--- config.mk ---
export PLATFORM = sky130hd
export DESIGN_NAME = sw_input_conditioner
export DESIGN_NICKNAME = d
export VERILOG_FILES = /design/src/rtl/sw_input_conditioner.sv
export SDC_FILE = /design/constraint.sdc
export NUM_CORES = 1
export LEC_CHECK = 0
export CAP_MARGIN = 10
export CORE_ASPECT_RATIO = 1.1
export CORE_MARGIN = 5
export CORE_UTILIZATION = 51
export CTS_CLUSTER_SIZE = 14
export DETAILED_ROUTE_END_ITERATION = 6
export PLACE_DENSITY_LB_ADDON = 0.1
export SLEW_MARGIN = 0
export SYNTH_ARGS = -nofsm -noshare
export SYNTH_HDL_FRONTEND = slang
export SYNTH_SLANG_ARGS = --single-unit
--- constraint.sdc ---
create_clock -name clock -period 3.51 [get_ports clock]
set_input_delay 0.351 -clock clock [delete_from_list [all_inputs] [get_ports clock]]
set_output_delay 0.351 -clock clock [all_outputs]
set_load 0.02 [all_outputs]
--- src/rtl/sw_input_conditioner.sv ---
// sw_input_conditioner: conditions the board slide switches before they reach
// the I/O input ports. Each switch bit is synchronised with two flops and
// debounced by its own counter. The stable vector is split into two
// zero-extended 32-bit operand words. A change pulse, a sticky new-data flag
// and an event counter let polling software see when the switches moved.
module sw_input_conditioner #(
  parameter int WIDTH           = 8,
  parameter int DEBOUNCE_CYCLES = 16
) (
  input  logic             clock,
  input  logic             resetn,
  input  logic [WIDTH-1:0] sw,
  input  logic             rd_ack,
  output logic [31:0]      in_port0,
  output logic [31:0]      in_port1,
  output logic [WIDTH-1:0] sw_stable,
  output logic             change_pulse,
  output logic             new_data,
  output logic [7:0]       event_count
);

  localparam int HALF = WIDTH / 2;
  localparam int CW   = (DEBOUNCE_CYCLES > 1) ? $clog2(DEBOUNCE_CYCLES) : 1;
  localparam logic [CW-1:0] CNT_MAX = CW'(DEBOUNCE_CYCLES - 1);

  logic [WIDTH-1:0] sync1;
  logic [WIDTH-1:0] sync2;
  logic [CW-1:0]    cnt [WIDTH];
  logic [WIDTH-1:0] upd;
  logic             any_upd;

  // Two-flop synchroniser per bit, nothing between the stages
  always_ff @(posedge clock) begin
    if (!resetn) begin
      sync1 <= '0;
      sync2 <= '0;
    end else begin
      sync1 <= sw;
      sync2 <= sync1;
    end
  end

  // A bit updates once it has disagreed with its stable value for the full window
  always_comb begin
    upd = '0;
    for (int i = 0; i < WIDTH; i++) begin
      upd[i] = (sync2[i] != sw_stable[i]) && (cnt[i] == CNT_MAX);
    end
  end

  assign any_upd = |upd;

  // Per-bit debounce counters; any agreement restarts the count
  always_ff @(posedge clock) begin
    if (!resetn) begin
      sw_stable <= '0;
      for (int i = 0; i < WIDTH; i++) begin
        cnt[i] <= '0;
      end
    end else begin
      for (int i = 0; i < WIDTH; i++) begin
        if (sync2[i] == sw_stable[i]) begin
          cnt[i] <= '0;
        end else if (upd[i]) begin
          sw_stable[i] <= sync2[i];
          cnt[i]       <= '0;
        end else begin
          cnt[i] <= cnt[i] + CW'(1);
        end
      end
    end
  end

  // Change reporting: several bits on one edge count as a single event;
  // an update on the same edge as rd_ack keeps new_data set
  always_ff @(posedge clock) begin
    if (!resetn) begin
      change_pulse <= 1'b0;
      new_data     <= 1'b0;
      event_count  <= 8'd0;
    end else begin
      change_pulse <= any_upd;
      if (any_upd) begin
        new_data    <= 1'b1;
        event_count <= event_count + 8'd1;
      end else if (rd_ack) begin
        new_data <= 1'b0;
      end
    end
  end

  assign in_port0 = {{(32-HALF){1'b0}}, sw_stable[HALF-1:0]};
  assign in_port1 = {{(32-HALF){1'b0}}, sw_stable[WIDTH-1:HALF]};

endmodule
# Yosys cells after proc, flatten, opt, wreduce, memory -nomap -nowiden
# Memories as Yosys holds them, arrays and structs flattened.
# Index checks and enable logic that the tools add are counted.
dict set report classes {
  n_bitwise 32
  addsub 9
  n_eq_ne 24
  mux 115
  n_reduce_logical 18
}
# operator count
set op_table {}
lappend op_table {{2-to-1 mux 4 bit} 24}
lappend op_table {{2-to-1 mux 1 bit} 91}
lappend op_table {{adder 4 x 1 -> 4 bit, second input constant} 8}
lappend op_table {{== test 4 bit, second input constant} 8}
lappend op_table {{bitwise OR 1 bit} 24}
lappend op_table {{AND reduction 2 bit} 8}
lappend op_table {{adder 8 x 1 -> 8 bit, second input constant} 1}
lappend op_table {{== test 1 bit} 8}
lappend op_table {{logical AND 1 bit} 8}
lappend op_table {{inequality test 1 bit} 8}
lappend op_table {{inverter 1 bit} 8}
lappend op_table {{OR reduction 8 bit} 1}
lappend op_table {{nonzero test 2 bit} 1}
dict set report totals {
  memories 1
  reg_bits 34
  input_bits 11
  mem_bits_rw 32
}
# name words word_bits rd rd_clocked_by_memory_dff wr line
set memory_table {}
lappend memory_table {cnt 8 4 8 0 8 28} ;# logic [CW-1:0] cnt [WIDTH];

# Depth between registers and ports, before layout
# An unclocked memory read counts as a cell.
dict set report logic_depth {
  ltp_word 9
  depth_mapped 8
}

# Worst setup path after synthesis
# OpenSTA, ideal clock, no wires.
dict set report synth_path {
  path_type {flip-flop to flip-flop}
  from {memory cnt[0][4] in the netlist's numbering}
  to {register event_count[1]}
  path_stages_with_launch 9
  period_less_slack_ns 1.819
  setup_time_ns 0.128
  n_path_buf 2
  setup_slack_ns 1.691
  arrival_time_ns 1.692
  t_required_ns 3.382
  path_cell_list {edfxtp_1 ha_1 and3_1 a22oi_1 and4_1 clkbuf_2 buf_2 mux2i_1 nor2_1}
}
# item line
set synth_rtl {}
lappend synth_rtl {{from (decl)} 28}
lappend synth_rtl {{to (signal assigned)} 85} ;# event_count <= event_count + 8'd1;
lappend synth_rtl {{to (decl)} 19} ;# output logic [7:0] event_count

==> flow_results.xml <==
<?xml version="1.0" encoding="UTF-8"?>
<metrics>
  <group name="clocking">
    <metric name="clock_latency" unit="ps">330</metric>
    <metric name="htree_num_levels" unit="">3</metric>
    <metric name="cts_tree" unit="">built</metric>
    <metric name="clock_transition_at_the_registers_of_the_reported_paths" unit="ps">60</metric>
    <metric name="clock-sinks" unit="">66</metric>
    <metric name="cts.repair_timing.setup_buffer_count" unit="">0</metric>
    <metric name="cts_stage_hold_buffer_count" unit="">0</metric>
    <metric name="cts_root_buf" unit="">clkbuf_8</metric>
    <metric name="buffer_levels_on_the_longest_clock_path" unit="">2</metric>
    <metric name="tritoncts_buffer_count" unit="">9</metric>
    <metric name="ctsResizeCount" unit="">0</metric>
  </group>
  <group name="logic_synthesis">
    <metric name="top_cell_type_by_total_area_after_synthesis" unit="">edfxtp_1</metric>
    <metric name="library_cells_used_by_synthesis" unit="">27</metric>
    <metric name="top_area_cell_type_share_of_the_netlist_area" unit="%">29.73</metric>
    <metric name="synth_sequential_area_ratio" unit="%">50.79</metric>
    <metric name="post_synth.cell_area_avg" unit="um2">10.60</metric>
    <metric name="yosys_register_bits" unit="">66</metric>
    <metric name="post_synth_inst_count" unit="">305</metric>
    <metric name="leading_post_synthesis_cells_by_cell_area" unit="">edfxtp_1 30%, dfxtp_1 21%, buf_4 15%, xor2_1 6.8%, nor2_1 4.1%</metric>
    <metric name="synth_area" unit="um2">3232</metric>
    <metric name="yosysWarnings" unit="">0</metric>
  </group>
  <group name="global_route">
    <metric name="vias_in_the_first_global_route" unit="">1800</metric>
    <metric name="grt_antenna_before_repair" unit="">0</metric>
    <metric name="gr-total-overflow" unit="">0</metric>
    <metric name="grt_max_degree" unit="">34</metric>
    <metric name="grt.total_usage" unit="%">12.70</metric>
    <metric name="wire_length_of_the_first_global_routing_pass" unit="mm">7.948</metric>
  </group>
  <group name="layout">
    <metric name="stdcell_area" unit="um2">3670</metric>
    <metric name="layout-drive-gt1-share" unit="%">3.209</metric>
    <metric name="layout.cells.most_common_list" unit="">88 x conb_1, 36 x clkdlybuf4s50_1, 35 x nor2_1</metric>
    <metric name="layout_commonest_cell" unit="">conb_1</metric>
    <metric name="layout.filler_cells" unit="">571</metric>
    <metric name="areaGrowthSynthToFinish" unit="%">13.55</metric>
    <metric name="antenna_cells_inserted" unit="">0</metric>
    <metric name="design.final.nets" unit="">389</metric>
  </group>
  <group name="sta">
    <metric name="setup_tns" unit="ps">0</metric>
    <metric name="whs" unit="ps">434.3</metric>
    <metric name="remaining_max_slew_budget_at_the_tightest_pin" unit="%">64.91</metric>
    <metric name="finalHoldViolCount" unit="">0</metric>
    <metric name="grt_setup_unrepaired" unit="">no</metric>
    <metric name="max_freq" unit="MHz">479.7</metric>
    <metric name="setup_violations" unit="">0</metric>
    <metric name="post-route-min-period" unit="ps">2084</metric>
    <metric name="fin_crit_sh" unit="%">59.39</metric>
    <metric name="timing.clock.skew" unit="ps">10.91</metric>
    <metric name="final_max_slew_viol_count" unit="">0</metric>
    <metric name="worst_slew_pin_slew" unit="ps">523.1</metric>
  </group>
  <group name="placement">
    <metric name="dpl-instance-area" unit="um2">3517</metric>
    <metric name="placement.io_buffers" unit="">36</metric>
    <metric name="place_congestion" unit="">0.7067</metric>
    <metric name="hpwlAfterDp" unit="mm">3.791</metric>
  </group>
  <group name="die">
    <metric name="fp.coreArea" unit="um2">6156</metric>
    <metric name="initial_utilization" unit="%">52.50</metric>
    <metric name="ios" unit="">93</metric>
    <metric name="design.die.area" unit="um2">8031</metric>
    <metric name="dieWidth" unit="um">85.90</metric>
    <metric name="fp-row-count" unit="">30</metric>
    <metric name="die_height" unit="um">93.49</metric>
  </group>
  <group name="worst_setup_path">
    <metric name="worst-r2r-setup-slack" unit="ps">1430</metric>
    <metric name="required" unit="ps">3750</metric>
    <metric name="critical_path.reg2reg.startpoint" unit="">cnt[0][0]</metric>
    <metric name="worstPathMaxFanout" unit="">16</metric>
    <metric name="timing.critical_path.from" unit="">cnt[0][0]</metric>
    <metric name="critPathCaptureType" unit="">flip-flop</metric>
    <metric name="crit_path_start_kind" unit="">flip-flop</metric>
    <metric name="critPathArrivalTime" unit="ps">2320</metric>
    <metric name="setup.worst_path.end" unit="">event_count[7]</metric>
    <metric name="crit-reg2reg-capture" unit="">event_count[7]</metric>
    <metric name="r2r.worst_path.cells" unit="">6</metric>
    <metric name="setup.worst_path.class" unit="">reg -&gt; reg</metric>
  </group>
  <group name="routing">
    <metric name="detail_routed_via_count_per_cell" unit="">4.330</metric>
    <metric name="routed-via-count" unit="">1966</metric>
    <metric name="drc_errors" unit="">0</metric>
    <metric name="drtAntennaViolNets" unit="">0</metric>
    <metric name="firstDrtPassIters" unit="">4</metric>
    <metric name="finalWirelength" unit="mm">4.909</metric>
    <metric name="drt_first_iter_violations" unit="">67</metric>
    <metric name="wl_per_cell" unit="um">10.81</metric>
  </group>
  <group name="min_path">
    <metric name="timing.hold.worst.class" unit="">reg -&gt; reg</metric>
  </group>
  <group name="power">
    <metric name="power_per_cell_area" unit="nW/um2">401.5</metric>
    <metric name="ir_drop" unit="mV">0.2383</metric>
    <metric name="p_int" unit="mW">1.118</metric>
    <metric name="comb_power_share" unit="%">8.0</metric>
    <metric name="seqPwrFrac" unit="%">57.5</metric>
    <metric name="power_frac_clock" unit="%">34.5</metric>
    <metric name="sw_frac_of_total" unit="%">24.08</metric>
    <metric name="p_sw" unit="mW">0.3548</metric>
    <metric name="static-leakage-power" unit="nW">1.636</metric>
  </group>
  <group name="run">
    <metric name="cap_viol_max_count" unit="">0</metric>
  </group>
  <group name="outcome">
    <metric name="run_status" unit="">finished clean</metric>
  </group>
</metrics>
[layer usage]
metal | global-route usage, % | vias up | share of wire [%]
met5 | 0 | - | 0
met2 | 21.34 | 50 | 51
li1 | - | 1003 | -
met1 | 14.67 | 905 | 42
met4 | 7.124 | 0 | 1.7
met3 | 3.084 | 8 | 5.3
[worst max-delay path, stage by stage (launching register included)]
cell and delay (ps):
edfxtp_1 370, ha_1 200, and3_1 220, a22oi_1 130
and4_1 390, or4_1 550, a21oi_1 140
[logic make-up after synthesis]
logic type,share of synthesized area (%)
compound gates,3.097
xor+xnor,6.775
fa+ha+maj,3.484
buf+inv,16.80
flops,50.79
mux,2.788
other cells,0.2324
simple gates,16.03
[power by group through the flow]
stage          clock (mW)  sequential (mW)  combinational, mW
6_report            0.508            0.848              0.118
5_1_grt             0.575            0.851              0.132
4_1_cts             0.527            0.848              0.116
3_5_place_dp            0            0.865              0.115
3_3_place_gp            0            0.864              0.115
2_1_floorplan           0            0.861              0.142
[layout make-up]
| type | count | area [um2] | area share (%) |
|---|---|---|---|
| inverter | 10 | 37.54 | 1.023 |
| tap | 80 | 100.1 | 2.728 |
| clock inverter | 2 | 10.01 | 0.2728 |
| clock buffer | 14 | 142.6 | 3.887 |
| timing repair buffer | 37 | 367.9 | 10.02 |
| multi-input combinational | 245 | 1370 | 37.33 |
| sequential | 66 | 1642 | 44.73 |
[registers in the layout, summed over array words and instances, names as in the netlist]
name and flops:
cnt 32, event_count 8, sw_stable 8, sync1 8, sync2 8, change_pulse 1, new_data 1
[through the flow]
step / utilization [%] / std cells / setup WS (ps) / total power [mW]
2_1_floorplan: - / 391 / 1691 / 1.004
3_3_place_gp: 57.13 / 438 / 1424 / 0.9787
3_5_place_dp: 57.13 / 438 / 1417 / 0.9805
4_1_cts: 59.61 / 454 / 1404 / 1.491
5_1_grt: 59.61 / 454 / 1214 / 1.558
6_report: 59.61 / 454 / 1426 / 1.473
[worst min-delay path by stage]
stage	startpoint	endpoint	slack, ps	depth (start not counted)
global placement	sync1[6]	sync2[6]	420	1
detailed placement	sync1[7]	sync2[7]	420	1
finish	sync1[0]	sync2[0]	430	1
global route	sync1[6]	sync2[6]	450	1
floorplan	sync1[0]	sync2[0]	410	1
CTS	sync1[4]	sync2[4]	440	1
[synth_stat cells, drive strengths merged]
library cell,n
ha,9
and4,1
inv,9
or4,2
a21oi,7
clkbuf,5
edfxtp,32
nand3,9
nor2,35
o31ai,2
or3,4
a22oi,4
xor2,25
o21ai,4
nand2,2
nand3b,8
nand2b,1
clkinv,1
and2,17
nand4,2
mux2i,9
dfxtp,34
conb,2
and3,16
buf,65
Note: power is estimated with default switching activity, not from simulation.
